### src/rtl/board_scorer.sv
// Scores N candidate boards read from SDRAM; reports index and material score of the best one for the side to move.
// Optional centre bonus is compiled in with CENTRE_BONUS_EN.
module board_scorer #(
  parameter int BOARD_WORDS = 64,
  parameter int MAX_BOARDS  = 255
) (
  input  logic        clk,
  input  logic        rst_n,
  output logic        slave_waitrequest,
  input  logic [3:0]  slave_address,
  input  logic        slave_read,
  output logic [31:0] slave_readdata,
  input  logic        slave_write,
  input  logic [31:0] slave_writedata,
  input  logic        master_waitrequest,
  output logic [31:0] master_address,
  output logic        master_read,
  input  logic [31:0] master_readdata,
  input  logic        master_readdatavalid,
  output logic        master_write,
  output logic [31:0] master_writedata
);

  typedef enum logic [2:0] {WAIT, ARGS, CHECK, RD_REQ, RD_WAIT, CMP, FINISH} state_t;

  state_t      state, state_nx;
  logic [31:0] src, num_boards, board, boards_scored;
  logic [31:0] best_idx, best_score, acc;
  logic [31:0] wr_data;
  logic [3:0]  wr_addr;
  logic [5:0]  sq;
  logic        side_neg;
  logic signed [31:0] sq_value, adj_acc, adj_best;
  logic        better;
  logic        unused_bits;

  assign unused_bits      = ^master_readdata[31:8];
  assign master_write     = 1'b0;
  assign master_writedata = 32'h0;

  function automatic logic signed [31:0] material(input logic [7:0] p);
    logic [7:0]         mag;
    logic signed [31:0] v;
    mag = p[7] ? (~p + 8'd1) : p;
    case (mag)
      8'd1:    v = 32'sd100;
      8'd2:    v = 32'sd320;
      8'd3:    v = 32'sd330;
      8'd4:    v = 32'sd500;
      8'd5:    v = 32'sd900;
      8'd6:    v = 32'sd20000;
      default: v = 32'sd0;
    endcase
    return p[7] ? -v : v;
  endfunction

`ifdef CENTRE_BONUS_EN
  // Non-king pieces on the four centre squares earn +10 for their owner.
  always_comb begin
    logic [7:0] mag;
    sq_value = material(master_readdata[7:0]);
    mag = master_readdata[7] ? (~master_readdata[7:0] + 8'd1) : master_readdata[7:0];
    if (mag >= 8'd1 && mag <= 8'd5 &&
        (sq == 6'd27 || sq == 6'd28 || sq == 6'd35 || sq == 6'd36))
      sq_value = master_readdata[7] ? sq_value - 32'sd10 : sq_value + 32'sd10;
  end
`else
  assign sq_value = material(master_readdata[7:0]);
`endif

  // Black maximises the negated score; an unset best always loses.
  assign adj_acc  = side_neg ? -$signed(acc) : $signed(acc);
  assign adj_best = side_neg ? -$signed(best_score) : $signed(best_score);
  assign better   = (best_idx == 32'hFFFF_FFFF) || (adj_acc > adj_best);

  always_comb begin
    state_nx          = state;
    slave_waitrequest = 1'b1;
    master_read       = 1'b0;
    master_address    = 32'h0;
    case (state)
      WAIT: begin
        slave_waitrequest = 1'b0;
        if (slave_write) state_nx = ARGS;
      end
      ARGS:  state_nx = (wr_addr == 4'd0) ? CHECK : WAIT;
      CHECK: state_nx = (board == num_boards) ? FINISH : RD_REQ;
      RD_REQ: begin
        master_read    = 1'b1;
        master_address = src + ((board * 32'(BOARD_WORDS) + 32'(sq)) << 2);
        if (!master_waitrequest) state_nx = RD_WAIT;
      end
      RD_WAIT: if (master_readdatavalid) state_nx = (sq == 6'd63) ? CMP : RD_REQ;
      CMP:     state_nx = CHECK;
      FINISH: begin
        slave_waitrequest = 1'b0;
        if (slave_read) state_nx = WAIT;
      end
      default: state_nx = WAIT;
    endcase
    // Reset takes the bus away immediately, not one edge later.
    if (!rst_n) begin
      slave_waitrequest = 1'b1;
      master_read       = 1'b0;
    end
  end

  always_comb begin
    slave_readdata = 32'h0;
    case (slave_address)
      4'd0:    slave_readdata = best_idx;
      4'd1:    slave_readdata = best_score;
      4'd2:    slave_readdata = boards_scored;
      default: slave_readdata = 32'h0;
    endcase
  end

  always_ff @(posedge clk) begin
    if (!rst_n) begin
      state         <= WAIT;
      src           <= 32'h0;
      num_boards    <= 32'h0;
      side_neg      <= 1'b0;
      board         <= 32'h0;
      boards_scored <= 32'h0;
      best_idx      <= 32'hFFFF_FFFF;
      best_score    <= 32'h8000_0000;
      acc           <= 32'h0;
      sq            <= 6'd0;
      wr_addr       <= 4'd0;
      wr_data       <= 32'h0;
    end else begin
      state <= state_nx;
      case (state)
        WAIT: if (slave_write) begin
          wr_addr <= slave_address;
          wr_data <= slave_writedata;
        end
        ARGS: case (wr_addr)
          4'd0: begin
            best_idx   <= 32'hFFFF_FFFF;
            best_score <= 32'h8000_0000;
            board      <= 32'h0;
            sq         <= 6'd0;
            acc        <= 32'h0;
          end
          4'd1: src <= wr_data;
          4'd2: num_boards <= (wr_data > 32'(MAX_BOARDS)) ? 32'(MAX_BOARDS) : wr_data;
          4'd3: side_neg <= wr_data[31];
          default: ;
        endcase
        RD_WAIT: if (master_readdatavalid) begin
          acc <= acc + sq_value;
          if (sq != 6'd63) sq <= sq + 6'd1;
        end
        CMP: begin
          if (better) begin
            best_idx   <= board;
            best_score <= acc;
          end
          board <= board + 32'h1;
          sq    <= 6'd0;
          acc   <= 32'h0;
        end
        FINISH: boards_scored <= board;
        default: ;
      endcase
    end
  end

endmodule

### config.mk
export PLATFORM = sky130hd
export DESIGN_NAME = board_scorer
export DESIGN_NICKNAME = d
export VERILOG_FILES = /design/src/rtl/board_scorer.sv
export SDC_FILE = /design/constraint.sdc
export NUM_CORES = 1
export LEC_CHECK = 0
export CAP_MARGIN = 20
export CORE_MARGIN = 2
export CORE_UTILIZATION = 53
export CTS_CLUSTER_SIZE = 40
export DETAILED_ROUTE_END_ITERATION = 6
export HOLD_SLACK_MARGIN = 0.1
export PLACE_DENSITY = 0.82
export SKIP_CTS_REPAIR_TIMING = 1
export SYNTH_ARGS = -nofsm -noshare
export SYNTH_HDL_FRONTEND = slang
export SYNTH_SLANG_ARGS = --single-unit
export TNS_END_PERCENT = 30
### constraint.sdc
create_clock -name clk -period 6.4 [get_ports clk]
set_clock_uncertainty 0.2 [all_clocks]
set_input_delay 1.92 -clock clk [delete_from_list [all_inputs] [get_ports clk]]
set_output_delay 1.92 -clock clk [all_outputs]
set_load 0.02 [all_outputs]
# Word-level counts from Yosys, hierarchy flattened
# Cells that the tools add are included.
totals:
  reg_bits: 270
  latchBits: 0
  ramBits: 0
  rom_bits: 0
  input_bits: 74
  wordCells: 102
  n_memories: 0
op_classes:
  add_sub_neg: 9
  mul: 0
  div: 0
  order_cmp: 2
  n_eq_ne: 28
  shifts: 0
  muxes: 34
  bitwise: 1
  n_reduce_logical: 16
op_table:
  columns: ["operator", "n"]
  rows:
  - ["two-way mux 32 bit", 11]
  - ["one-hot mux 32 bit (2 select lines)", 3]
  - ["one-hot mux 32 bit (3 select lines)", 2]
  - ["negation 32 bit", 3]
  - ["one-hot mux 15 bit (6 select lines)", 1]
  - ["adder 32 bit", 2]
  - ["adder 32 x 1 -> 32 bit (second input constant)", 1]
  - ["== test 32 bit", 1]
  - ["== test 32 bit (second input constant)", 1]
  - ["greater-than comparator 32 bit", 1]
  - ["greater-than comparator 32 x 8 -> 1 bit (second input constant)", 1]
  - ["adder 30 x 6 -> 30 bit", 1]
  - ["== test 8 x 3 -> 1 bit (second input constant)", 3]
  - ["one-hot mux 3 bit (7 select lines)", 1]
  - ["two-way mux 3 bit", 6]
  - ["two-way mux 6 bit", 3]
  - ["one-hot mux 6 bit (3 select lines)", 1]
  - ["== test 8 x 2 -> 1 bit (second input constant)", 2]
  - ["inequality test 2 bit (second input constant)", 7]
  - ["== test 4 x 2 -> 1 bit (second input constant)", 3]
  - ["AND reduction 2 bit", 5]
  - ["== test 3 bit (second input constant)", 3]
  - ["adder 8 x 1 -> 8 bit (second input constant)", 1]
  - ["== test 4 x 1 -> 1 bit (second input constant)", 2]
  - ["other kinds (18)", 25]

# Longest topological paths before layout
# Gate-level depths: netlist of run 1.
depth:
  ltp_word: 10
  depth_mapped: 26

# Worst setup path before layout of run 1
# No wires, ideal clock.
synth_path:
  path_kind: "input-to-reg"
  start: "in master_readdata[0]"
  end: "reg acc[24]"
  arrival_ns: 6.396
  required_ns: 6.138
  setup_slack_ns: -0.258
  path_stages: 25
  path_buffers: 4
  path_cell_list: "clkbuf_1 > inv_1 > ha_1 > clkbuf_2 > o21ai_0 > o22ai_1 > o2bb2ai_1 > nand3_1 > ha_1 > inv_1 > a2111oi_4 > clkbuf_1 > ha_1 > nand2_1 > o21ai_0 > ha_1 > clkbuf_1 > nand4_1 > nor2_1 > o2111ai_1 > nand4_1 > a311o_1 > a21oi_1 > or4b_1 > nand3_1"
synth_via:
  elab_chain_len: 10
  elab_cells_between_ends: 15
synth_lines:
  columns: ["element", "line", "rtl"]
  rows:
  - ["start: declaration", "18", "input logic [31:0] master_readdata,"]
  - ["NOT 8 bit", "44", "mag = p[7] ? (~p + 8'd1) : p;"]
  - ["adder 8 x 1 -> 8 bit", "44", null]
  - ["two-way mux 8 bit (*)", "44", null]
  - ["== test 8 x 3 -> 1 bit, or another cell as far along", "45", "case (mag)"]
  - ["one-hot mux 15 bit (6 select lines) (*)", "45", null]
  - ["negation 32 bit", "54", "return p[7] ? -v : v;"]
  - ["two-way mux 32 bit (*)", "54", null]
  - ["adder 32 bit (*)", "153", "acc <= acc + sq_value;"]
  - ["two-way mux 32 bit (*)", "152", "RD_WAIT: if (master_readdatavalid) begin"]
  - ["one-hot mux 32 bit (3 select lines) (*)", "134", "case (state)"]
  - ["end signal: assignment", "153", null]
  - ["end: declaration", "28", "logic [31:0] best_idx, best_score, acc;"]
# Mark *: on every way between the ends. The rest lies on a longest branch, timed or not. The select of a mux whose other input is x is not followed.
# A chain may end at the register's enable or synchronous reset.

# Worst setup path after layout of run 1
layout_path:
  start: "in master_readdata[0]"
  end: "reg acc[27]"
# The elaborated chain is that of the path after synthesis.

==> run metrics, run 1 <==
Syn. warnings=0; Slew headroom=roughly 36%; WS Path Type=input pin to flop; Post-synth ARST share=0%; largest net degree at the start of global routing=88; # placed instances=2782; CTS tree=done; IO buf count=between 100 and 150; syn_area_per_cell=7.72 µm²; Mapped Cells=2259; critical path arrival=6480 ps; first-pass GRT wire length=about 84000 µm; Hold Vio Cnt, Final=0; drt pass-1 iters=6; clock-pin slew on the worst setup and hold paths=60 ps; Top cell by count, worst path=ha_1; vias in the first global route=around 16000; largest family of logic cells by synthesized area=simple AND/OR/NAND/NOR gates; All-Layer GR Usage=29.9%; Final Slew Violations=0; initial antenna violation count=2; Layout Cells excl Fill=2841; DP HPWL=38000 µm; status=finished clean; Die Width=between 150 and 200 µm; Avg WL per Cell=18.6 µm; leading post-synthesis cells by cell area=dfxtp_1 (31%), nand2_1 (9.1%), ha_1 (7.4%); worst vdd ir=219 µV; HP Class=flop to flop; Top delay family on crit path=compound AO/OA/AOI/OAI gates; multiplexer share of the synthesized area=2.20%; measured slew at the worst slew-check pin=966 ps; Die Y=between 150 and 200 µm; Yosys reg bits=269; leakage=0.00840 µW; worst-case clock buffer depth=3; commonest cells in the netlist=nand2_1 (422), dfxtp_1 (269), a21oi_1 (196), nor2_1 (152), clkbuf_1 (124); Placer Congestion=0.979; worst-path fanout max=6; fin crit share=98.0%; vias per inst=6.15; fmax=around 0.16 GHz; vias after detailed routing=17500; Synth-to-Final Area Change=17.7%; global route overflow=0; Core Area=32500 µm²; Non-Filler Cell Area, Final=20500 µm²; 1st-iter DRT viols=around 1600; crit start category=input pin; Top Ports=between 150 and 200; crit path time final=~6300 ps; Setup crit end kind=flop; Simple-Gate Fraction of Synth Area=23.8%; final net count=2555; crit-path max cell delay=between 400 and 500 ps; Synth Cell Area=17400 µm²; Clock Latency Late Sink=570 ps; htree depth=1; max-cap violations=0; compound-cell area share of the yosys netlist=22.7%; antenna-violating nets left=0; r2r setup slk=430 ps; Synth area leader=dfxtp_1; Synth Area in XOR/XNOR=under 10%; share of layout cells above drive strength 1=9.17%; Critical Path RT=6610 ps; post-synthesis sequential area ratio=a little under a third; share of the synthesized area in the top cell type=30.9%; CP cell instances=clkdlybuf4s50_1, inv_1, ha_4, buf_4, nor4bb_1, a31oi_1, a311oi_1, or2_1, a2111oi_4, ha_1, nand2_1, o21ai_0, ha_1, and4_1, and3_1, a32o_1, a21oi_4, a31oi_2, o21bai_1, nor3b_2, o31ai_1; Total Wirelength=52800 µm; setup violators final=0; Root Driver=clkbuf_16; drt drc=0; number of buffers created by CTS=30; power density cells=approximately 220 nW/µm²; Initial Utilization=between 50% and 60%; adder-cell share of the synthesized area=7.62%; Die ar.=about 34000 µm²; crit path buf inv count=3; Clock Sinks=269; Max stage delay cell, worst path=clkdlybuf4s50_1; # rows=66; Fin Hold WS=around 260 ps; number of synthesized flops with an enable pin=0; DP Area=19400 µm²; Filler Cells Inserted=2699; dominant cell by count in the synthesized netlist=nand2_1; Netlist cell types=87; Post-synth top flop=dfxtp_1
## state kept, by name, indices dropped and copies added, names as in the netlist
signal         count
wr_addr            4
sq                 6
best_idx          32
best_score        32
board             32
wr_data           32
side_neg           1
num_boards        32
state              3
acc               31
boards_scored     32
src               32
## cell usage in the layout, fill, tap and decap left out, types with 15 or more instances in the layout
cell,count
a211o_1,23
a211oi_1,15
a21o_1,32
a21oi_1,192
a22oi_1,50
a31oi_1,17
and2_1,35
and3_1,16
buf_4,112
clkbuf_16,31
clkdlybuf4s50_1,113
conb_1,33
dfxtp_1,268
ha_1,102
inv_1,39
mux2i_1,36
nand2_1,422
nand2b_1,18
nand3_1,77
nand4_1,35
nor2_1,148
nor3_1,23
nor4_1,18
o21ai_0,107
o31ai_1,16
o41a_1,18
or3_1,21
xnor2_1,98
xor2_1,43
## path summary, 6_finish.rpt
check,startpoint,endpoint,cells past startpoint
setup / recovery,master_readdata[0],acc[27],21
hold / removal,boards_scored[26],boards_scored[26],2
setup reg to reg,acc[9],best_score[10],18
hold reg to reg,boards_scored[26],boards_scored[26],2
## power by group
group          internal [µW]  switching, µW
Combinational            301            574
Clock                   1040            713
Sequential              1740           92.7
## cells by family (layout without fill, tap and decap cells)
| logic type | after synthesis | count (layout) |
|---|---|---|
| compound gates | 592 | 592 |
| fa+ha+maj | 105 | 105 |
| flops | 269 | 269 |
| other cells | 1 | 34 |
| simple gates | 894 | 894 |
| mux | 38 | 38 |
| xor+xnor | 141 | 141 |
| buf+inv | 219 | 326 |
## stage by stage
stage               TNS (ps)  setup slack [ps]  power (µW)  utilization, %
finish                     0               128        4470            63.2
global route            -156             -68.9        4610            63.2
CTS                        0              31.1        4440            62.9
detailed placement     -6750              -480        2710            59.8
global placement       -4920              -405        2680            59.7
floorplan                  0              1.56        2440               -
## worst min-delay path: cells and delay by family (launching register included)
| family | cells | cell delay [ps] |
|---|---|---|
| AO/OA/AOI/OAI | 1 | 50 |
| AND/OR/NAND/NOR | 1 | 50 |
| flip-flops | 1 | 310 |
## layout make-up
cell class	count	area, µm²	share of cell area (%)
Inverter	40	155	0.757
Clock inverter	8	98.8	0.482
Multi-Input combinational cell	1803	11300	55.2
Sequential cell	269	5390	26.3
Tap cell	442	553	2.70
Antenna cell	1	2.50	0.0122
Timing Repair Buffer	232	2100	10.2
Clock buffer	46	902	4.40
## layer usage
metal / vias to the layer above / GRT usage, % / routed length [µm]
met5: - / 0 / 13
met4: 2 / 12.9 / 2210
met3: 134 / 3.26 / 4180
met2: 818 / 49.6 / 24700
met1: 8260 / 39.3 / 21700
li1: 8255 / - / -
(Power assumes the default switching activity.)
==> run 2, diff against run 1 <==
--- a/config.mk
+++ b/config.mk
@@ -6,5 +6,5 @@
 export NUM_CORES = 1
 export LEC_CHECK = 0
-export CAP_MARGIN = 20
+export CAP_MARGIN = 40
 export CORE_MARGIN = 2
 export CORE_UTILIZATION = 53
==> constraint.sdc (replaced) <==
create_clock -name clk -period 6.4 [get_ports clk]
set_clock_uncertainty 0.2 [all_clocks]
set_input_delay 0.64 -clock clk [delete_from_list [all_inputs] [get_ports clk]]
set_output_delay 0.64 -clock clk [all_outputs]
set_load 0.02 [all_outputs]
==> run metrics, run 2 (synthesized netlist as in run 1, its figures left out) <==
Core Area=32500 µm² (unchanged); met3 usage=4.21% (+0.94 points); largest net degree at the start of global routing=71 (-19%); critical path arrival=6270 ps (-210 ps); setup TNS=0 ps (unchanged); Synth-to-Final Area Change=13.9%; Clock Sinks=269 (unchanged); CP cell instances=nor4_1, nand2_1, or3_1, or4_4, o41ai_4, nand2_1, xnor2_1, ha_1, nand4_1, nor4_2, nand4b_1, o221ai_1, o211ai_2, o211ai_2, nand3_1, o22a_1; share of power burned in registers=40.5% (-0.6 points); All-Layer GR Usage=29.7% (-0.26 points); power density cells=229 nW/µm² (+5.3%); Hold Vio Cnt, Final=0 (unchanged); hold path start=src[0]; Die Y=185 µm (unchanged); Slew headroom=40.6% (+5.0 points); htree depth=1 (unchanged); Top delay family on crit path=simple AND/OR/NAND/NOR gates; final net count=2471 (-3.3%); Avg WL per Cell=18.9 µm (+1.6%); leakage=0.00797 µW (-5.0%); sw frac=30.6% (-0.32 points); Root Driver=clkbuf_16; Int Pwr=3160 µW (+2.4%); WHS Path Cells=2 (unchanged); clock-pin slew on the worst setup and hold paths=60 ps (about the same); most frequent cells in the layout=nand2_1 (422), dfxtp_1 (268), a21oi_1 (195), nor2_1 (150), clkdlybuf4s50_1 (114); initial antenna violation count=0 (-2); crit-path max cell delay=690 ps (+220 ps); Reg-to-Reg End=best_idx[27]; number of buffers created by CTS=29 (-3.3%); crit path buf inv count=0 (-3); Initial Utilization=53.7% (unchanged); Reg2Reg Depth=16 (-2); worst vdd ir=232 µV (+6.2%); Clock Latency Late Sink=570 ps (about the same); setup violators final=0 (unchanged); max-cap violations=0 (unchanged); measured slew at the worst slew-check pin=890 ps (-75.7 ps); worst-path fanout max=15 (+9); Setup crit end kind=flop; Final Slew Violations=0 (unchanged); status=finished clean; DP HPWL=37400 µm (-1.7%); # rows=66 (unchanged); global route overflow=0 (unchanged); crit path time final=6010 ps (-262 ps); Non-Filler Cell Area, Final=19800 µm² (-3.2%); worst-case clock buffer depth=3 (unchanged); Die ar.=34400 µm² (unchanged); drt drc=0 (unchanged); RSZ-0062 raised after global routing=false; met1 Track Usage GR=39.2% (-0.14 points); HP Class=flop to flop; Placer Congestion=0.970 (-0.93%); Hold Path Sink=src[0]; Final Util=61.1% (-2.0 points); RR Startpoint=best_score[2]; Die Width=185 µm (unchanged); Top Ports=173 (unchanged); first-pass GRT wire length=82600 µm (-1.2%); WS Path Type=flop to flop; vias in the first global route=16000 (-2.2%); Max stage delay cell, worst path=nand3_1; crit start category=flop; M2 GR Usage=48.1% (-1.5 points); vias after detailed routing=17100 (-1.9%); DP Area=18700 µm² (-3.3%); fmax=0.166 GHz (+4.4%); IO buf count=115 (unchanged); Top Usage Layer GRT=met2; clock group share of total power=41.6% (+2.3 points); share of layout cells above drive strength 1=5.66% (-3.5 points); commonest non-fill, non-tap cell in the layout=nand2_1; CTS tree=done; r2r setup slk=390 ps (-40 ps); Critical Path RT=6660 ps (+50 ps); antenna-violating nets left=0 (unchanged); 1st-iter DRT viols=1772 (+11%); combinational share of power=18.0% (-1.6 points); drt pass-1 iters=6 (unchanged); fin crit share=93.9% (-4.1 points); vias per inst=6.22 (+1.1%); Total Wirelength=52100 µm (-1.4%); P_sw=1390 µW (+0.86%)
run 2: layer usage:
layer / wire length, µm / up-vias
li1: - / 8069
met4: 2230 / 0
met5: 0 / -
met1: 21500 / 8096
met2: 23900 / 831
met3: 4480 / 148
run 2: final cells by class:
class | instances | area, µm²
clock buffers | 40 | 867
well taps | 442 | 553
diodes | 1 | 2.50
fillers | 2764 | 12600
multi-input cells | 1803 | 11200
clock inverters | 14 | 226
repair buffers | 149 | 1430
flip-flops and latches | 269 | 5390
inverters | 40 | 155
run 2: worst max-delay path by stage:
stage,start,to,slack [ps],cells past startpoint
after CTS,best_score[2],best_score[19],540,17
after global placement,master_readdata[1],acc[28],410,22
after floorplan,master_readdata[0],acc[24],1020,25
after detailed placement,master_readdata[1],acc[31],300,22
final,best_score[2],best_idx[27],390,16
after global routing,best_score[2],best_score[26],120,17
run 2: power by group through the flow:
stage	Sequential, µW	Clock [µW]	Combinational, µW
2_1_floorplan	1820	0	618
3_3_place_gp	1870	0	771
3_5_place_dp	1870	0	793
4_1_cts	1840	1910	798
5_1_grt	1850	1980	878
6_report	1840	1890	818
run 2: through the flow:
step	instances	power, µW	hold slack [ps]	setup WS [ps]
floorplan	2291	2440	232	1020
global placement	2700	2640	240	410
detailed placement	2703	2670	247	297
CTS	2757	4540	253	538
global route	2757	4700	278	123
finish	2758	4550	248	390
run 2: worst min-delay path, delay by kind of cell, from the launching register on:
kind | cells | cell delay, ps
AOI/OAI and AO/OA | 1 | 50
DFF | 1 | 300
and+or+nand+nor | 1 | 50
